## config.mk

```make
export PLATFORM = sky130hd
export DESIGN_NAME = egg_timer_ctrl
export DESIGN_NICKNAME = d
export VERILOG_FILES = /design/src/rtl/egg_timer_ctrl.sv
export SDC_FILE = /design/constraint.sdc
export NUM_CORES = 1
export LEC_CHECK = 0
export BUFFER_PORTS_ARGS = -buffer_cell sky130_fd_sc_hd__buf_2
export CAP_MARGIN = 20
export CORE_ASPECT_RATIO = 0.6
export CORE_MARGIN = 5
export CORE_UTILIZATION = 56
export CTS_CLUSTER_SIZE = 14
export DETAILED_ROUTE_END_ITERATION = 16
export PLACE_DENSITY = 0.85
export SLEW_MARGIN = 30
export SYNTH_ARGS = -nofsm -noshare
export SYNTH_HDL_FRONTEND = slang
export SYNTH_SLANG_ARGS = --single-unit
export TNS_END_PERCENT = 50
```

## constraint.sdc

```tcl
create_clock -name clk -period 3.15 [get_ports clk]
set_input_delay 0.4725 -clock clk [delete_from_list [all_inputs] [get_ports clk]]
set_output_delay 0.4725 -clock clk [all_outputs]
set_load 0.05 [all_outputs]
```

## src/rtl/egg_timer_ctrl.sv

```systemverilog
// Kitchen egg-timer controller: mm:ss countdown with pause/resume, timed alarm,
// auto-reload of the last configured time and a built-in 1 Hz prescaler.
module egg_timer_ctrl #(
    parameter int TICK_DIV   = 5000000,
    parameter int MAX_MINS   = 99,
    parameter int ALARM_SECS = 10
) (
    input  logic       clk,
    input  logic       rst,
    input  logic       enable,
    input  logic       cook_time,
    input  logic       start,
    input  logic       mins_inc,
    input  logic       secs_inc,
    output logic [7:0] mins_bcd,
    output logic [7:0] secs_bcd,
    output logic [2:0] state_o,
    output logic       done,
    output logic       alarm,
    output logic       led_on,
    output logic       led_en
);

    localparam int PW = (TICK_DIV > 2) ? $clog2(TICK_DIV) : 1;
    localparam int AW = (ALARM_SECS > 2) ? $clog2(ALARM_SECS) : 1;
    localparam logic [PW-1:0] PRE_LAST = PW'(TICK_DIV - 1);
    localparam logic [AW-1:0] ALM_LAST = AW'(ALARM_SECS - 1);
    localparam logic [6:0]    MINS_TOP = 7'(MAX_MINS);

    typedef enum logic [2:0] {
        S_IDLE    = 3'd0,
        S_CONFIG  = 3'd1,
        S_PAUSED  = 3'd2,
        S_RUNNING = 3'd3,
        S_ALARM   = 3'd4
    } state_t;

    state_t        state;
    logic [6:0]    mins, reload_mins;
    logic [5:0]    secs, reload_secs;
    logic [PW-1:0] presc;
    logic [AW-1:0] alarm_cnt;
    logic          start_p1, mins_inc_p1, secs_inc_p1;

    logic          start_edge, mins_edge, secs_edge, tick, time_zero, dec_zero;
    logic [6:0]    dec_mins;
    logic [5:0]    dec_secs;
    logic [PW-1:0] presc_next;

    function automatic logic [7:0] to_bcd(input logic [6:0] v);
        logic [3:0] tens, ones;
        tens = 4'(v / 7'd10);
        ones = 4'(v % 7'd10);
        return {tens, ones};
    endfunction

    assign start_edge = start    & ~start_p1    & enable;
    assign mins_edge  = mins_inc & ~mins_inc_p1 & enable;
    assign secs_edge  = secs_inc & ~secs_inc_p1 & enable;
    assign tick       = (presc == PRE_LAST);
    assign presc_next = tick ? '0 : presc + PW'(1);
    assign time_zero  = (mins == 7'd0) && (secs == 6'd0);

    // One-second decrement; borrow from minutes only when seconds are exhausted.
    always_comb begin
        dec_mins = mins;
        dec_secs = secs;
        if (secs != 6'd0) begin
            dec_secs = secs - 6'd1;
        end else if (mins != 7'd0) begin
            dec_mins = mins - 7'd1;
            dec_secs = 6'd59;
        end
    end
    assign dec_zero = (dec_mins == 7'd0) && (dec_secs == 6'd0);

    always_ff @(posedge clk or posedge rst) begin
        if (rst) begin
            state       <= S_IDLE;
            mins        <= '0;
            secs        <= '0;
            reload_mins <= '0;
            reload_secs <= '0;
            presc       <= '0;
            alarm_cnt   <= '0;
            done        <= 1'b0;
            led_on      <= 1'b0;
            led_en      <= 1'b0;
            start_p1    <= 1'b0;
            mins_inc_p1 <= 1'b0;
            secs_inc_p1 <= 1'b0;
        end else begin
            start_p1    <= start;
            mins_inc_p1 <= mins_inc;
            secs_inc_p1 <= secs_inc;
            led_en      <= enable;
            done        <= 1'b0;

            if (!enable) begin
                case (state)
                    S_RUNNING: begin
                        state  <= S_PAUSED;
                        led_on <= 1'b0;
                    end
                    S_ALARM: begin
                        state  <= S_IDLE;
                        mins   <= reload_mins;
                        secs   <= reload_secs;
                        led_on <= 1'b0;
                    end
                    default: state <= state;
                endcase
            end else if (cook_time) begin
                state  <= S_CONFIG;
                presc  <= '0;
                led_on <= 1'b0;
                if (state == S_CONFIG) begin
                    if (mins_edge) mins <= (mins >= MINS_TOP) ? 7'd0 : mins + 7'd1;
                    if (secs_edge) secs <= (secs >= 6'd59) ? 6'd0 : secs + 6'd1;
                end
            end else begin
                case (state)
                    S_IDLE: begin
                        if (start_edge && !time_zero) begin
                            state  <= S_RUNNING;
                            presc  <= '0;
                            led_on <= 1'b1;
                        end
                    end
                    S_CONFIG: begin
                        reload_mins <= mins;
                        reload_secs <= secs;
                        state       <= time_zero ? S_IDLE : S_PAUSED;
                    end
                    S_PAUSED: begin
                        if (start_edge) begin
                            state  <= S_RUNNING;
                            led_on <= 1'b1;
                        end
                    end
                    S_RUNNING: begin
                        // A pause request wins over a coincident tick, which is dropped.
                        if (start_edge) begin
                            state  <= S_PAUSED;
                            led_on <= 1'b0;
                        end else begin
                            presc <= presc_next;
                            if (tick) begin
                                mins <= dec_mins;
                                secs <= dec_secs;
                                if (dec_zero) begin
                                    state     <= S_ALARM;
                                    done      <= 1'b1;
                                    alarm_cnt <= '0;
                                end
                            end
                        end
                    end
                    S_ALARM: begin
                        presc <= presc_next;
                        if (start_edge || (tick && alarm_cnt == ALM_LAST)) begin
                            state  <= S_IDLE;
                            mins   <= reload_mins;
                            secs   <= reload_secs;
                            presc  <= '0;
                            led_on <= 1'b0;
                        end else if (tick) begin
                            alarm_cnt <= alarm_cnt + AW'(1);
                            led_on    <= ~led_on;
                        end
                    end
                    default: state <= S_IDLE;
                endcase
            end
        end
    end

    assign mins_bcd = to_bcd(mins);
    assign secs_bcd = to_bcd({1'b0, secs});
    assign state_o  = state;
    assign alarm    = (state == S_ALARM);

endmodule

```

==> metrics.txt, run 1 <==
# TYPE chip_impl_metric gauge
chip_impl_info{name="outcome",value="finished with violations"} 1
chip_impl_info{name="violations",value="negative setup slack"} 1
chip_impl_metric{name="synth.net_count",unit=""} 629
chip_impl_metric{name="cap_violations",unit=""} 0
chip_impl_metric{name="global_route.overflow_total",unit=""} 0
chip_impl_metric{name="nNetsFinal",unit=""} 669
chip_impl_metric{name="synth-async-reset-ratio",unit="%"} 100.0
chip_impl_metric{name="postSynthRegisterBits",unit=""} 62
chip_impl_info{name="yosysTopAreaCell",value="sky130_fd_sc_hd__dfrtp_1"} 1
chip_impl_metric{name="place.detailed.hpwl",unit="um"} 10380
chip_impl_metric{name="avgRoutedWirePerCell",unit="um"} 19.29
chip_impl_metric{name="initial_utilization",unit="%"} 58.54
chip_impl_metric{name="postSynthCellCount",unit=""} 606
chip_impl_metric{name="antenna_violating_nets_post_route",unit=""} 0
chip_impl_metric{name="synthesis.area_per_instance",unit="sq um"} 8.391
chip_impl_info{name="cp-end-kind",value="primary output"} 1
chip_impl_metric{name="dr.pass1.iters",unit=""} 5
chip_impl_metric{name="dieArea",unit="sq um"} 11150
chip_impl_metric{name="final.min_clock_period",unit="ns"} 3.179
chip_impl_metric{name="clk_pin_slew_worst_paths",unit="ns"} 0.05
chip_impl_metric{name="synthToLayoutAreaGrowth",unit="%"} 20.10
chip_impl_metric{name="synth_enable_flop_cells",unit=""} 0
chip_impl_metric{name="core.rowCount",unit=""} 26
chip_impl_metric{name="fin_worst_hold_slack",unit="ns"} 0.2061
chip_impl_metric{name="yosys_warnings",unit=""} 0
chip_impl_metric{name="synth_sequential_area_ratio",unit="%"} 30.51
chip_impl_metric{name="crit_arrival",unit="ns"} 2.71
chip_impl_info{name="crit_slowest_cell",value="sky130_fd_sc_hd__dfrtp_1"} 1
chip_impl_metric{name="grt_first_pass_wirelength",unit="um"} 23930
chip_impl_metric{name="numCtsBuffers",unit=""} 9
chip_impl_info{name="worstSetupPathType",value="flop to primary output"} 1
chip_impl_info{name="path_delay_family",value="compound AO/OA/AOI/OAI gates"} 1
chip_impl_metric{name="max_slew_vio_count",unit=""} 0
chip_impl_metric{name="via_count",unit=""} 5101
chip_impl_metric{name="numClockSinks",unit=""} 62
chip_impl_metric{name="post_cts_hold_buffer_count",unit=""} 0
chip_impl_metric{name="max-slew-margin-rel",unit="%"} 42.84
chip_impl_metric{name="worst_slack",unit="ns"} -0.02936
chip_impl_metric{name="worstMarginPinSlew",unit="ns"} 0.8508
chip_impl_metric{name="netlist.area_leader.share",unit="%"} 30.51
chip_impl_metric{name="clock_latency",unit="ns"} 0.33
chip_impl_metric{name="pin_count",unit=""} 30
chip_impl_metric{name="finalCoreUtilization",unit="%"} 70.31
chip_impl_metric{name="skew",unit="ns"} 0.002976
chip_impl_metric{name="final_layout_size_suffix_gt1_share",unit="%"} 25.23
chip_impl_metric{name="critPathMaxStageDelay",unit="ns"} 0.38
chip_impl_metric{name="drt_first_iter_violations",unit=""} 709
chip_impl_info{name="cts_tree",value="built"} 1
chip_impl_metric{name="yosysUniqueCellTypes",unit=""} 76
chip_impl_metric{name="timing.final.setup_violations",unit=""} 2
chip_impl_metric{name="clockBufferDepth",unit=""} 2
chip_impl_info{name="timing.critical_path.from_type",value="flop"} 1
chip_impl_info{name="clock-root-buffer",value="sky130_fd_sc_hd__clkbuf_16"} 1
chip_impl_metric{name="route.final.wire_length",unit="um"} 14700
chip_impl_metric{name="routabilityCongestion",unit=""} 0.9517
chip_impl_info{name="timing.hold.worst.class",value="input pin to async pin"} 1
chip_impl_metric{name="synth_area",unit="sq um"} 5085
chip_impl_info{name="unrepaired_setup_endpoints_after_global_routing",value="yes"} 1
chip_impl_metric{name="grtUsageTotal",unit="%"} 26.04
chip_impl_metric{name="finalCritPeriodShare",unit="%"} 100.9
chip_impl_metric{name="required_time_reported_for_the_critical_path_endpoint",unit="ns"} 2.68
chip_impl_metric{name="worstPathBufferInverterCount",unit=""} 2
chip_impl_metric{name="design.core.area",unit="sq um"} 8686
chip_impl_metric{name="die_height",unit="um"} 83.81
chip_impl_metric{name="power-per-cell-area",unit="nW/um^2"} 1063
chip_impl_info{name="critical_path.cell_chain",value="inv_4, ha_4, nor2b_4, o31ai_4, a21oi_2, o21ai_1, mux2i_1, ha_2, o221ai_4, mux2i_4, buf_6"} 1
chip_impl_info{name="synth_area_leaders",value="sky130_fd_sc_hd__dfrtp_1 (31%), sky130_fd_sc_hd__o21ai_0 (5.8%), sky130_fd_sc_hd__mux2_2 (4.0%)"} 1
chip_impl_metric{name="first_global_vias",unit=""} 4775
chip_impl_metric{name="antenna_diodes",unit=""} 0
chip_impl_metric{name="timing_hold_violations_final",unit=""} 0
chip_impl_metric{name="numPortBuffers",unit=""} 28
chip_impl_metric{name="number_of_antenna_violations_at_the_first_check_in_global_routing",unit=""} 0
chip_impl_metric{name="post-route-drc-count",unit=""} 0
chip_impl_info{name="main_flop_type_after_synthesis",value="sky130_fd_sc_hd__dfrtp_1"} 1
chip_impl_metric{name="post_drt_via_cell_ratio",unit=""} 6.694
chip_impl_metric{name="p_leak",unit="nW"} 2.501
chip_impl_metric{name="max-vdd-ir-drop",unit="V"} 0.001110
chip_impl_metric{name="power",unit="mW"} 6.494
chip_impl_metric{name="maximum_number_of_pins_on_one_net_before_global_route_repair",unit=""} 63
chip_impl_metric{name="ctsHtreeMaxLevel",unit=""} 3
chip_impl_metric{name="die_span_x",unit="um"} 133.0
chip_impl_metric{name="fmax",unit="GHz"} 0.3145
chip_impl_metric{name="crit_fanout",unit=""} 5
## synthesized netlist by cell type, types with 3 or more instances
cell type and n:
sky130_fd_sc_hd__o22ai_1 5, sky130_fd_sc_hd__ha_1 16, sky130_fd_sc_hd__clkbuf_1 36, sky130_fd_sc_hd__o211ai_1 12, sky130_fd_sc_hd__nor4b_1 6, sky130_fd_sc_hd__or2_2 5, sky130_fd_sc_hd__mux2i_1 12, sky130_fd_sc_hd__a22oi_1 3
sky130_fd_sc_hd__a21oi_1 26, sky130_fd_sc_hd__o31ai_1 27, sky130_fd_sc_hd__a211oi_1 3, sky130_fd_sc_hd__nand3b_1 6, sky130_fd_sc_hd__dfrtp_1 62, sky130_fd_sc_hd__nor3b_1 4, sky130_fd_sc_hd__xnor2_1 10, sky130_fd_sc_hd__inv_1 29
sky130_fd_sc_hd__nand2_1 47, sky130_fd_sc_hd__o21a_1 3, sky130_fd_sc_hd__buf_2 5, sky130_fd_sc_hd__a32o_1 3, sky130_fd_sc_hd__nor4_1 6, sky130_fd_sc_hd__nor4bb_1 4, sky130_fd_sc_hd__and3b_1 3, sky130_fd_sc_hd__nor3_1 12
sky130_fd_sc_hd__o221ai_1 6, sky130_fd_sc_hd__nand2b_1 11, sky130_fd_sc_hd__mux2_2 18, sky130_fd_sc_hd__and3_1 11, sky130_fd_sc_hd__o21ai_0 59, sky130_fd_sc_hd__nor2b_1 11, sky130_fd_sc_hd__nand4_1 9, sky130_fd_sc_hd__a21o_1 6
sky130_fd_sc_hd__nand3_1 22, sky130_fd_sc_hd__a221oi_1 7, sky130_fd_sc_hd__buf_4 3, sky130_fd_sc_hd__buf_1 3, sky130_fd_sc_hd__nor2_1 28, sky130_fd_sc_hd__a31oi_1 12
## power breakdown
part           internal [mW]  total (mW)  leakage (nW)  switching (mW)
sequential             0.956        1.17         0.799           0.211
clock                  0.686        1.06         0.144           0.372
combinational           1.70        4.27          1.56            2.57
## final timing paths
| check | startpoint | end | slack (ns) | cells past startpoint |
|---|---|---|---|---|
| worst min register to register | presc[22] | presc[22] | 0.50 | 1 |
| worst min-delay path | rst | alarm_cnt[1] | 0.21 | 3 |
| worst max register to register | secs[1] | state_o[1] | 0.18 | 10 |
| worst max-delay path | secs[1] | secs_bcd[2] | -0.03 | 11 |
| max in group asynchronous | rst | secs[3] | 2.66 | 3 |
| min in group clk | secs_inc | secs_inc_p1 | 0.26 | 1 |
## routing by layer
| metal | track usage (%) | part of all wire, % | vias up |
|---|---|---|---|
| met5 | 0 | 0 | - |
| met4 | 5.566 | 1.3 | 0 |
| met3 | 7.952 | 9.7 | 29 |
| met2 | 37.66 | 43 | 277 |
| met1 | 38.12 | 46 | 2434 |
| li1 | - | - | 2361 |
## stage by stage
| stage | setup TNS (ns) | cells | area, sq um | setup WS [ns] |
|---|---|---|---|---|
| after floorplan | -0.1385 | 606 | 5293 | -0.1055 |
| after global placement | 0 | 741 | 5674 | 0.2376 |
| after detailed placement | 0 | 741 | 5674 | 0.1375 |
| after CTS | -0.007857 | 760 | 6043 | -0.007857 |
| after global routing | -0.3078 | 762 | 6107 | -0.1368 |
| final | -0.03494 | 762 | 6107 | -0.02936 |
## cell families after synthesis
family,share of synthesized area (%)
other,0.07375
xor gates and xnor gates,1.895
muxes,6.348
adders and majority gates,4.134
and+or+nand+nor,23.20
AOI/OAI and AO/OA,27.36
DFF,30.51
buffers and inverters,6.471
## flip-flops by register name (all words and copies together), names as in the netlist
register / count
presc: 23
led_on: 1
mins_inc_p1: 1
mins: 7
secs_inc_p1: 1
led_en: 1
secs: 6
state_o: 3
start_p1: 1
reload_secs: 6
reload_mins: 7
alarm_cnt: 4
done: 1
## final cells by class
class / count / area, sq um
inverter: 30 / 120.1
multi-input combinational: 465 / 3427
tap: 112 / 140.1
timing repair buffer: 78 / 554.3
fill: 644 / 2579
clock buffer: 9 / 225.2
sequential: 62 / 1553
clock inverter: 6 / 87.58
## worst register-to-register path, stage by stage (launching register included)
cell and delay (ns):
sky130_fd_sc_hd__dfrtp_1 0.40, sky130_fd_sc_hd__inv_4 0.08, sky130_fd_sc_hd__ha_4 0.14, sky130_fd_sc_hd__buf_4 0.12, sky130_fd_sc_hd__buf_4 0.10, sky130_fd_sc_hd__or4b_4 0.54
sky130_fd_sc_hd__nor4b_1 0.40, sky130_fd_sc_hd__mux2i_1 0.43, sky130_fd_sc_hd__nand4_4 0.17, sky130_fd_sc_hd__nor4b_4 0.33, sky130_fd_sc_hd__a221oi_1 0.13
## cell usage in the layout (no fill, tap or decap), types with 12 or more instances in the layout
master	synthesis	final
sky130_fd_sc_hd__nor2_1	28	27
sky130_fd_sc_hd__inv_1	29	23
sky130_fd_sc_hd__o31ai_1	27	25
sky130_fd_sc_hd__o21ai_0	59	58
sky130_fd_sc_hd__nand3_1	22	21
sky130_fd_sc_hd__nand2_1	47	47
sky130_fd_sc_hd__buf_2	5	22
sky130_fd_sc_hd__nor3_1	12	12
sky130_fd_sc_hd__buf_4	3	52
sky130_fd_sc_hd__a21oi_1	26	25
sky130_fd_sc_hd__a31oi_1	12	12
sky130_fd_sc_hd__dfrtp_1	62	61
sky130_fd_sc_hd__o211ai_1	12	12
sky130_fd_sc_hd__mux2_2	18	18
## what timing repair did
item	4_1_cts	5_1_grt
setup buffers	4	2
pin swaps	4	4
gates resized for setup	10	11
setup endpoints to repair	6	7
gates cloned	0	0
Power figures use the tool's default switching activity.
==> run 2: changes to the inputs <==
Settings changed: ABC_AREA from default to 1, GPL_ROUTABILITY_DRIVEN from default to 0, MAX_ROUTING_LAYER from default to met4.
==> metrics.txt, run 2 <==
# TYPE chip_impl_metric gauge
chip_impl_metric{name="worstMarginPinSlew",unit="ns"} 0.8097
chip_impl_metric{name="core.rowCount",unit=""} 25
chip_impl_metric{name="initial_utilization",unit="%"} 58.43
chip_impl_metric{name="critPathMaxStageDelay",unit="ns"} 0.38
chip_impl_metric{name="number_of_antenna_violations_at_the_first_check_in_global_routing",unit=""} 0
chip_impl_metric{name="final_layout_size_suffix_gt1_share",unit="%"} 22.24
chip_impl_metric{name="timing_hold_violations_final",unit=""} 0
chip_impl_metric{name="drt_first_iter_violations",unit=""} 695
chip_impl_metric{name="avgRoutedWirePerCell",unit="um"} 17.09
chip_impl_info{name="cts_tree",value="built"} 1
chip_impl_metric{name="synth_area",unit="sq um"} 4661
chip_impl_info{name="unrepaired_setup_endpoints_after_global_routing",value="yes"} 1
chip_impl_metric{name="nNetsFinal",unit=""} 743
chip_impl_metric{name="grtUsageTotal",unit="%"} 28.34
chip_impl_metric{name="synth_sequential_area_ratio",unit="%"} 33.29
chip_impl_metric{name="numClockSinks",unit=""} 62
chip_impl_metric{name="required_time_reported_for_the_critical_path_endpoint",unit="ns"} 2.68
chip_impl_metric{name="clock_latency",unit="ns"} 0.33
chip_impl_metric{name="finalCoreUtilization",unit="%"} 71.22
chip_impl_metric{name="cap_violations",unit=""} 0
chip_impl_metric{name="global_route.overflow_total",unit=""} 0
chip_impl_metric{name="fillers",unit=""} 628
chip_impl_metric{name="antenna_diodes",unit=""} 0
chip_impl_info{name="timing.critical_path.mode_cell",value="sky130_fd_sc_hd__nand2_4"} 1
chip_impl_metric{name="flip_flop_count_of_the_largest_register_after_layout",unit=""} 23
chip_impl_metric{name="clk_pin_slew_worst_paths",unit="ns"} 0.05
chip_impl_metric{name="grt_first_pass_wirelength",unit="um"} 22760
chip_impl_info{name="critical_path.cell_chain",value="inv_2, ha_4, inv_4, nor2_4, nand3_2, nand2_4, xor2_4, nand2_2, nand2_4, nand2_4, nand2_4, nand2_4, inv_2, ha_4, inv_4, nand3_4, nand4_1, nand2_4, buf_8"} 1
chip_impl_info{name="largest_register",value="presc"} 1
chip_impl_info{name="timing.hold.worst.class",value="input pin to async pin"} 1
chip_impl_metric{name="synthesis.area_per_instance",unit="sq um"} 6.977
chip_impl_metric{name="route.final.wire_length",unit="um"} 14220
chip_impl_metric{name="post_drt_via_cell_ratio",unit=""} 6.160
chip_impl_metric{name="design.core.area",unit="sq um"} 7976
chip_impl_info{name="most_instantiated_library_cell_after_synthesis",value="sky130_fd_sc_hd__nand2_1"} 1
chip_impl_metric{name="max_slew_vio_count",unit=""} 0
chip_impl_info{name="main_flop_type_after_synthesis",value="sky130_fd_sc_hd__dfrtp_1"} 1
chip_impl_metric{name="ff_latch_area",unit="sq um"} 1560
chip_impl_metric{name="crit_arrival",unit="ns"} 2.67
chip_impl_metric{name="place.detailed.hpwl",unit="um"} 9791
chip_impl_metric{name="yosysUniqueCellTypes",unit=""} 42
chip_impl_info{name="outcome",value="finished clean"} 1
chip_impl_metric{name="synth-async-reset-ratio",unit="%"} 100.0
chip_impl_metric{name="die_height",unit="um"} 80.67
chip_impl_metric{name="yosys_warnings",unit=""} 0
chip_impl_info{name="clock-root-buffer",value="sky130_fd_sc_hd__clkbuf_16"} 1
chip_impl_info{name="layout_commonest_cell",value="sky130_fd_sc_hd__nand2_1"} 1
chip_impl_info{name="timing.critical_path.from_type",value="flop"} 1
chip_impl_metric{name="antenna_violating_nets_post_route",unit=""} 0
chip_impl_metric{name="post_cts_hold_buffer_count",unit=""} 0
chip_impl_metric{name="numPortBuffers",unit=""} 28
chip_impl_metric{name="final.min_clock_period",unit="ns"} 3.143
chip_impl_metric{name="via_count",unit=""} 5125
chip_impl_metric{name="post-route-drc-count",unit=""} 0
chip_impl_metric{name="pin_count",unit=""} 30
chip_impl_metric{name="numCtsBuffers",unit=""} 9
chip_impl_info{name="top_cells_by_instance_count_after_synthesis",value="sky130_fd_sc_hd__nand2_1 (151), sky130_fd_sc_hd__inv_1 (73), sky130_fd_sc_hd__nor2_1 (68)"} 1
chip_impl_metric{name="maximum_number_of_pins_on_one_net_before_global_route_repair",unit=""} 33
chip_impl_metric{name="synth.net_count",unit=""} 691
chip_impl_metric{name="first_global_vias",unit=""} 4661
chip_impl_metric{name="synth_enable_flop_cells",unit=""} 0
chip_impl_metric{name="max-slew-margin-rel",unit="%"} 45.89
chip_impl_info{name="layout_common_cells",value="sky130_fd_sc_hd__nand2_1 (136), sky130_fd_sc_hd__nor2_1 (68), sky130_fd_sc_hd__inv_1 (65)"} 1
chip_impl_metric{name="finalCritPeriodShare",unit="%"} 99.76
chip_impl_metric{name="clockBufferDepth",unit=""} 2
chip_impl_metric{name="postSynthCellCount",unit=""} 668
chip_impl_info{name="worstSetupPathType",value="flop to primary output"} 1
chip_impl_metric{name="crit_fanout",unit=""} 3
chip_impl_info{name="path_delay_family",value="simple AND/OR/NAND/NOR gates"} 1
chip_impl_metric{name="timing.final.setup_violations",unit=""} 0
chip_impl_info{name="cp-end-kind",value="primary output"} 1
chip_impl_metric{name="postSynthRegisterBits",unit=""} 62
chip_impl_metric{name="dieArea",unit="sq um"} 10310
chip_impl_metric{name="dr.pass1.iters",unit=""} 6
chip_impl_metric{name="fin_worst_hold_slack",unit="ns"} 0.2638
chip_impl_metric{name="worstPathBufferInverterCount",unit=""} 5
chip_impl_metric{name="fmax",unit="GHz"} 0.3182
chip_impl_metric{name="netlist.area_leader.share",unit="%"} 33.29
chip_impl_info{name="biggestRegsByFlops",value="presc (23), mins (7), reload_mins (7)"} 1
chip_impl_metric{name="synthToLayoutAreaGrowth",unit="%"} 21.88
chip_impl_metric{name="die_span_x",unit="um"} 127.8
chip_impl_info{name="yosysTopAreaCell",value="sky130_fd_sc_hd__dfrtp_1"} 1
chip_impl_metric{name="ctsHtreeMaxLevel",unit=""} 3
chip_impl_info{name="synth_area_leaders",value="sky130_fd_sc_hd__dfrtp_1 (33%), sky130_fd_sc_hd__nand2_1 (12%), sky130_fd_sc_hd__o21ai_0 (6.0%)"} 1
chip_impl_metric{name="multi_input_comb_area",unit="sq um"} 2940
chip_impl_metric{name="fin_tns_setup",unit="ns"} 0
chip_impl_metric{name="skew",unit="ns"} 0.007897
chip_impl_info{name="crit_slowest_cell",value="sky130_fd_sc_hd__dfrtp_1"} 1
## run 2: cell types whose count changed after synthesis, moves of 14 or more
cell / change
sky130_fd_sc_hd__nand2_1: +104
sky130_fd_sc_hd__inv_1: +44
sky130_fd_sc_hd__nor2_1: +40
sky130_fd_sc_hd__clkbuf_1: -33
sky130_fd_sc_hd__o31ai_1: -27
sky130_fd_sc_hd__nand3_1: +23
sky130_fd_sc_hd__xor2_1: +22
sky130_fd_sc_hd__mux2_2: -18
sky130_fd_sc_hd__nand4_1: +14
## run 2: worst paths after layout
path | from | endpoint | slack [ns] | cells after the start
max reg2reg | mins[0] | alarm_cnt[3] | 0.56 | 15
min in group clk | secs_inc | secs_inc_p1 | 0.26 | 1
min | rst | state_o[1] | 0.26 | 2
max | secs[1] | secs_bcd[1] | 0.007 | 19
max in group asynchronous | rst | secs[3] | 2.25 | 3
min reg2reg | reload_secs[4] | reload_secs[4] | 0.48 | 2
## run 2: cell type report
type | count | share of cell area [%]
well taps | 108 | 2.379
clock inverters | 1 | 0.08811
inverters | 85 | 5.837
multi-input cells | 503 | 51.76
clock buffers | 14 | 4.824
flip-flops and latches | 62 | 27.47
repair buffers | 59 | 7.643
## run 2: through the flow
step / cells / setup WS [ns] / area [sq um]
6_report: 832 / 0.007437 / 5680
5_1_grt: 832 / -0.1039 / 5680
4_1_cts: 821 / 0.001743 / 5479
3_5_place_dp: 797 / -0.07029 / 5011
3_3_place_gp: 797 / 0.1152 / 5011
2_1_floorplan: 668 / -0.1065 / 4745
## run 2: repair_timing
action                     in CTS  in global routing
pin swaps                       6                 11
resized for setup              35                 31
setup buffers                   9                 11
setup endpoints to repair       7                  8
cloned                          0                  0
## run 2: per-layer routing
layer	up-vias	share of wire (%)	track usage, %
met5	-	0	-
met4	0	2.0	7.521
met3	45	13	10.23
met2	367	43	41.39
met1	2383	42	37.39
li1	2330	-	-
## run 2: kinds of logic after synthesis
logic type / count (synthesis) / synth area share, %
adders and majority gates: 16 / 4.295
buffers and inverters: 103 / 9.074
and+or+nand+nor: 341 / 33.37
AOI/OAI and AO/OA: 119 / 14.85
other: 1 / 0.08046
DFF: 62 / 33.29
xor gates and xnor gates: 26 / 5.047
Power of run 2 is not shown: default switching activity piles up to over one toggle a cycle in this logic, so the estimate is an artifact.
==> run 3: changes to the inputs <==
Settings changed: SETUP_SLACK_MARGIN from default to 0.05.
==> metrics.txt, run 3 (synthesis gave the netlist of run 2 again) <==
# TYPE chip_impl_metric gauge
chip_impl_info{name="outcome",value="finished with violations"} 1
chip_impl_info{name="violations",value="negative setup slack"} 1
chip_impl_metric{name="avgRoutedWirePerCell",unit="um"} 17.76
chip_impl_metric{name="post_drt_via_cell_ratio",unit=""} 6.199
chip_impl_metric{name="placement.cell_area",unit="sq um"} 5051
chip_impl_metric{name="required_time_reported_for_the_critical_path_endpoint",unit="ns"} 2.68
chip_impl_metric{name="synthToLayoutAreaGrowth",unit="%"} 25.40
chip_impl_metric{name="reg2reg_slack",unit="ns"} 0.15
chip_impl_metric{name="timing.final.setup_violations",unit=""} 2
chip_impl_metric{name="drt_first_iter_violations",unit=""} 871
chip_impl_info{name="crit_slowest_cell",value="sky130_fd_sc_hd__dfrtp_1"} 1
chip_impl_metric{name="crit_arrival",unit="ns"} 2.70
chip_impl_metric{name="global_route.overflow_total",unit=""} 0
chip_impl_metric{name="max_slew_vio_count",unit=""} 0
chip_impl_metric{name="antenna_violating_nets_post_route",unit=""} 0
chip_impl_metric{name="cap_violations",unit=""} 0
chip_impl_metric{name="fillers",unit=""} 557
chip_impl_info{name="biggestRegsByFlops",value="presc (23), mins (7), reload_mins (7)"} 1
chip_impl_metric{name="post-route-drc-count",unit=""} 0
chip_impl_info{name="layout_commonest_cell",value="sky130_fd_sc_hd__nand2_1"} 1
chip_impl_metric{name="grt_first_pass_wirelength",unit="um"} 23160
chip_impl_info{name="worstSetupPathType",value="flop to primary output"} 1
chip_impl_metric{name="pre_cts_ws",unit="ns"} -0.006291
chip_impl_metric{name="max-slew-margin-rel",unit="%"} 39.41
chip_impl_metric{name="die_span_x",unit="um"} 127.8
chip_impl_metric{name="skew",unit="ns"} 0.01114
chip_impl_metric{name="worst_slack",unit="ns"} -0.02286
chip_impl_info{name="timing.critical_path.from_type",value="flop"} 1
chip_impl_metric{name="design_area",unit="sq um"} 5844
chip_impl_info{name="layout_common_cells",value="sky130_fd_sc_hd__nand2_1 (128), sky130_fd_sc_hd__nor2_1 (68), sky130_fd_sc_hd__inv_1 (62)"} 1
chip_impl_info{name="unrepaired_setup_endpoints_after_global_routing",value="yes"} 1
chip_impl_metric{name="nNetsFinal",unit=""} 756
chip_impl_metric{name="final.min_clock_period",unit="ns"} 3.173
chip_impl_metric{name="initial_utilization",unit="%"} 58.43
chip_impl_metric{name="numClockSinks",unit=""} 62
chip_impl_metric{name="clk_pin_slew_worst_paths",unit="ns"} 0.06
chip_impl_metric{name="fin_tns_setup",unit="ns"} -0.04276
chip_impl_metric{name="die_height",unit="um"} 80.67
chip_impl_metric{name="ff_latch_area",unit="sq um"} 1558
chip_impl_metric{name="design.core.area",unit="sq um"} 7976
chip_impl_info{name="cts_tree",value="built"} 1
chip_impl_metric{name="timing_hold_violations_final",unit=""} 0
chip_impl_metric{name="numPortBuffers",unit=""} 28
chip_impl_info{name="clock-root-buffer",value="sky130_fd_sc_hd__clkbuf_16"} 1
chip_impl_info{name="critical_path.reg2reg.endpoint",value="alarm_cnt[0]"} 1
chip_impl_metric{name="core.rowCount",unit=""} 25
chip_impl_metric{name="worstMarginPinSlew",unit="ns"} 0.9066
chip_impl_metric{name="worstPathBufferInverterCount",unit=""} 5
chip_impl_metric{name="antenna_diodes",unit=""} 0
chip_impl_metric{name="first_global_vias",unit=""} 4755
chip_impl_metric{name="dieArea",unit="sq um"} 10310
chip_impl_metric{name="dr.pass1.iters",unit=""} 6
chip_impl_metric{name="place.detailed.hpwl",unit="um"} 9668
chip_impl_metric{name="crit_fanout",unit=""} 4
chip_impl_metric{name="multi_input_comb_area",unit="sq um"} 3033
chip_impl_info{name="cp-end-kind",value="primary output"} 1
chip_impl_metric{name="via_count",unit=""} 5244
chip_impl_metric{name="clockBufferDepth",unit=""} 2
chip_impl_info{name="timing.hold.worst.class",value="input pin to async pin"} 1
chip_impl_metric{name="flip_flop_count_of_the_largest_register_after_layout",unit=""} 23
chip_impl_metric{name="pin_count",unit=""} 30
chip_impl_metric{name="worst-r2r-cell-count",unit=""} 17
chip_impl_metric{name="ctsHtreeMaxLevel",unit=""} 3
chip_impl_metric{name="final_layout_size_suffix_gt1_share",unit="%"} 25.07
chip_impl_metric{name="fmax",unit="GHz"} 0.3152
chip_impl_metric{name="grtUsageTotal",unit="%"} 29.19
chip_impl_metric{name="finalCritPeriodShare",unit="%"} 100.7
chip_impl_info{name="critical_path.cell_chain",value="inv_2, ha_4, inv_2, nor2_4, nand3_4, nand2_8, xor2_4, nand2_2, nand2_4, nand2_8, nand2_4, nand2_4, inv_2, ha_4, inv_4, nand3_4, nand4_1, nand2_4, buf_8"} 1
chip_impl_metric{name="clock_latency",unit="ns"} 0.34
chip_impl_info{name="timing.critical_path.mode_cell",value="sky130_fd_sc_hd__nand2_4"} 1
chip_impl_metric{name="post_cts_hold_buffer_count",unit=""} 0
chip_impl_metric{name="number_of_antenna_violations_at_the_first_check_in_global_routing",unit=""} 0
chip_impl_info{name="path_delay_family",value="simple AND/OR/NAND/NOR gates"} 1
chip_impl_info{name="regToRegStartpoint",value="secs[0]"} 1
chip_impl_metric{name="route.final.wire_length",unit="um"} 15020
chip_impl_info{name="largest_register",value="presc"} 1
chip_impl_metric{name="critPathMaxStageDelay",unit="ns"} 0.42
chip_impl_metric{name="maximum_number_of_pins_on_one_net_before_global_route_repair",unit=""} 32
chip_impl_metric{name="numCtsBuffers",unit=""} 9
## run 3: cell count changes in the layout (fill, tap and decap cells not counted), moves of 3 or more
cell,change
sky130_fd_sc_hd__inv_1,-3
sky130_fd_sc_hd__nand3_4,+5
sky130_fd_sc_hd__nand3_2,-3
sky130_fd_sc_hd__nand2_2,+7
sky130_fd_sc_hd__inv_2,+5
sky130_fd_sc_hd__buf_4,+15
sky130_fd_sc_hd__nand2_1,-8
## run 3: through the flow
step | hold slack [ns] | std cells | utilization (%)
after global routing | 0.2535 | 846 | 73.27
final | 0.2388 | 846 | 73.27
after detailed placement | 0.4693 | 800 | 63.33
after floorplan | 0.4468 | 668 | -
after CTS | 0.2513 | 831 | 70.35
after global placement | 0.4621 | 800 | 63.33
## run 3: worst register-to-register path, stage by stage, from the launching register on
cell and delay (ns):
sky130_fd_sc_hd__dfrtp_1 0.42, sky130_fd_sc_hd__inv_2 0.10, sky130_fd_sc_hd__ha_4 0.15, sky130_fd_sc_hd__inv_2 0.04
sky130_fd_sc_hd__nor2_4 0.12, sky130_fd_sc_hd__buf_4 0.13, sky130_fd_sc_hd__buf_4 0.09, sky130_fd_sc_hd__nand2_2 0.08
sky130_fd_sc_hd__nor2_4 0.33, sky130_fd_sc_hd__nand2_2 0.20, sky130_fd_sc_hd__o21ai_0 0.26, sky130_fd_sc_hd__nand3_1 0.10
sky130_fd_sc_hd__nor2_1 0.15, sky130_fd_sc_hd__nand3_1 0.17, sky130_fd_sc_hd__nand2_2 0.17, sky130_fd_sc_hd__nand3_2 0.14
sky130_fd_sc_hd__nand2_1 0.11, sky130_fd_sc_hd__nand2_1 0.09
## run 3: final cells by class
class                      count  area share, %
multi-input combinational    503          51.89
sequential                    62          26.65
timing repair buffer          72          8.949
inverter                      85          5.588
clock buffer                  12          4.218
tap                          108          2.312
clock inverter                 4         0.3854
## run 3: worst max path at each step
stage / to / slack, ns / cells after the start / from
after floorplan: mins_bcd[1] / -0.11 / 18 / mins[4]
after global placement: secs_bcd[3] / 0.12 / 19 / secs[0]
after detailed placement: secs_bcd[3] / -0.006 / 19 / secs[0]
after CTS: secs_bcd[1] / 0.03 / 20 / secs[0]
after global routing: secs_bcd[1] / -0.14 / 19 / secs[0]
final: secs_bcd[1] / -0.02 / 19 / secs[0]
## run 3: timing repair
item | in CTS | in global routing
pin swaps | 10 | 19
buffers inserted | 16 | 15
gates resized for setup | 47 | 33
endpoints found under the setup margin | 8 | 8
## run 3: per-layer routing
layer | GRT usage [%] | part of all wire, % | vias up
li1 | - | - | 2351
met1 | 39.53 | 41 | 2433
met2 | 43.11 | 43 | 393
met3 | 7.309 | 12 | 67
met4 | 9.216 | 3.7 | 0
met5 | - | 0 | -
Power of run 3 is left out for the same reason.
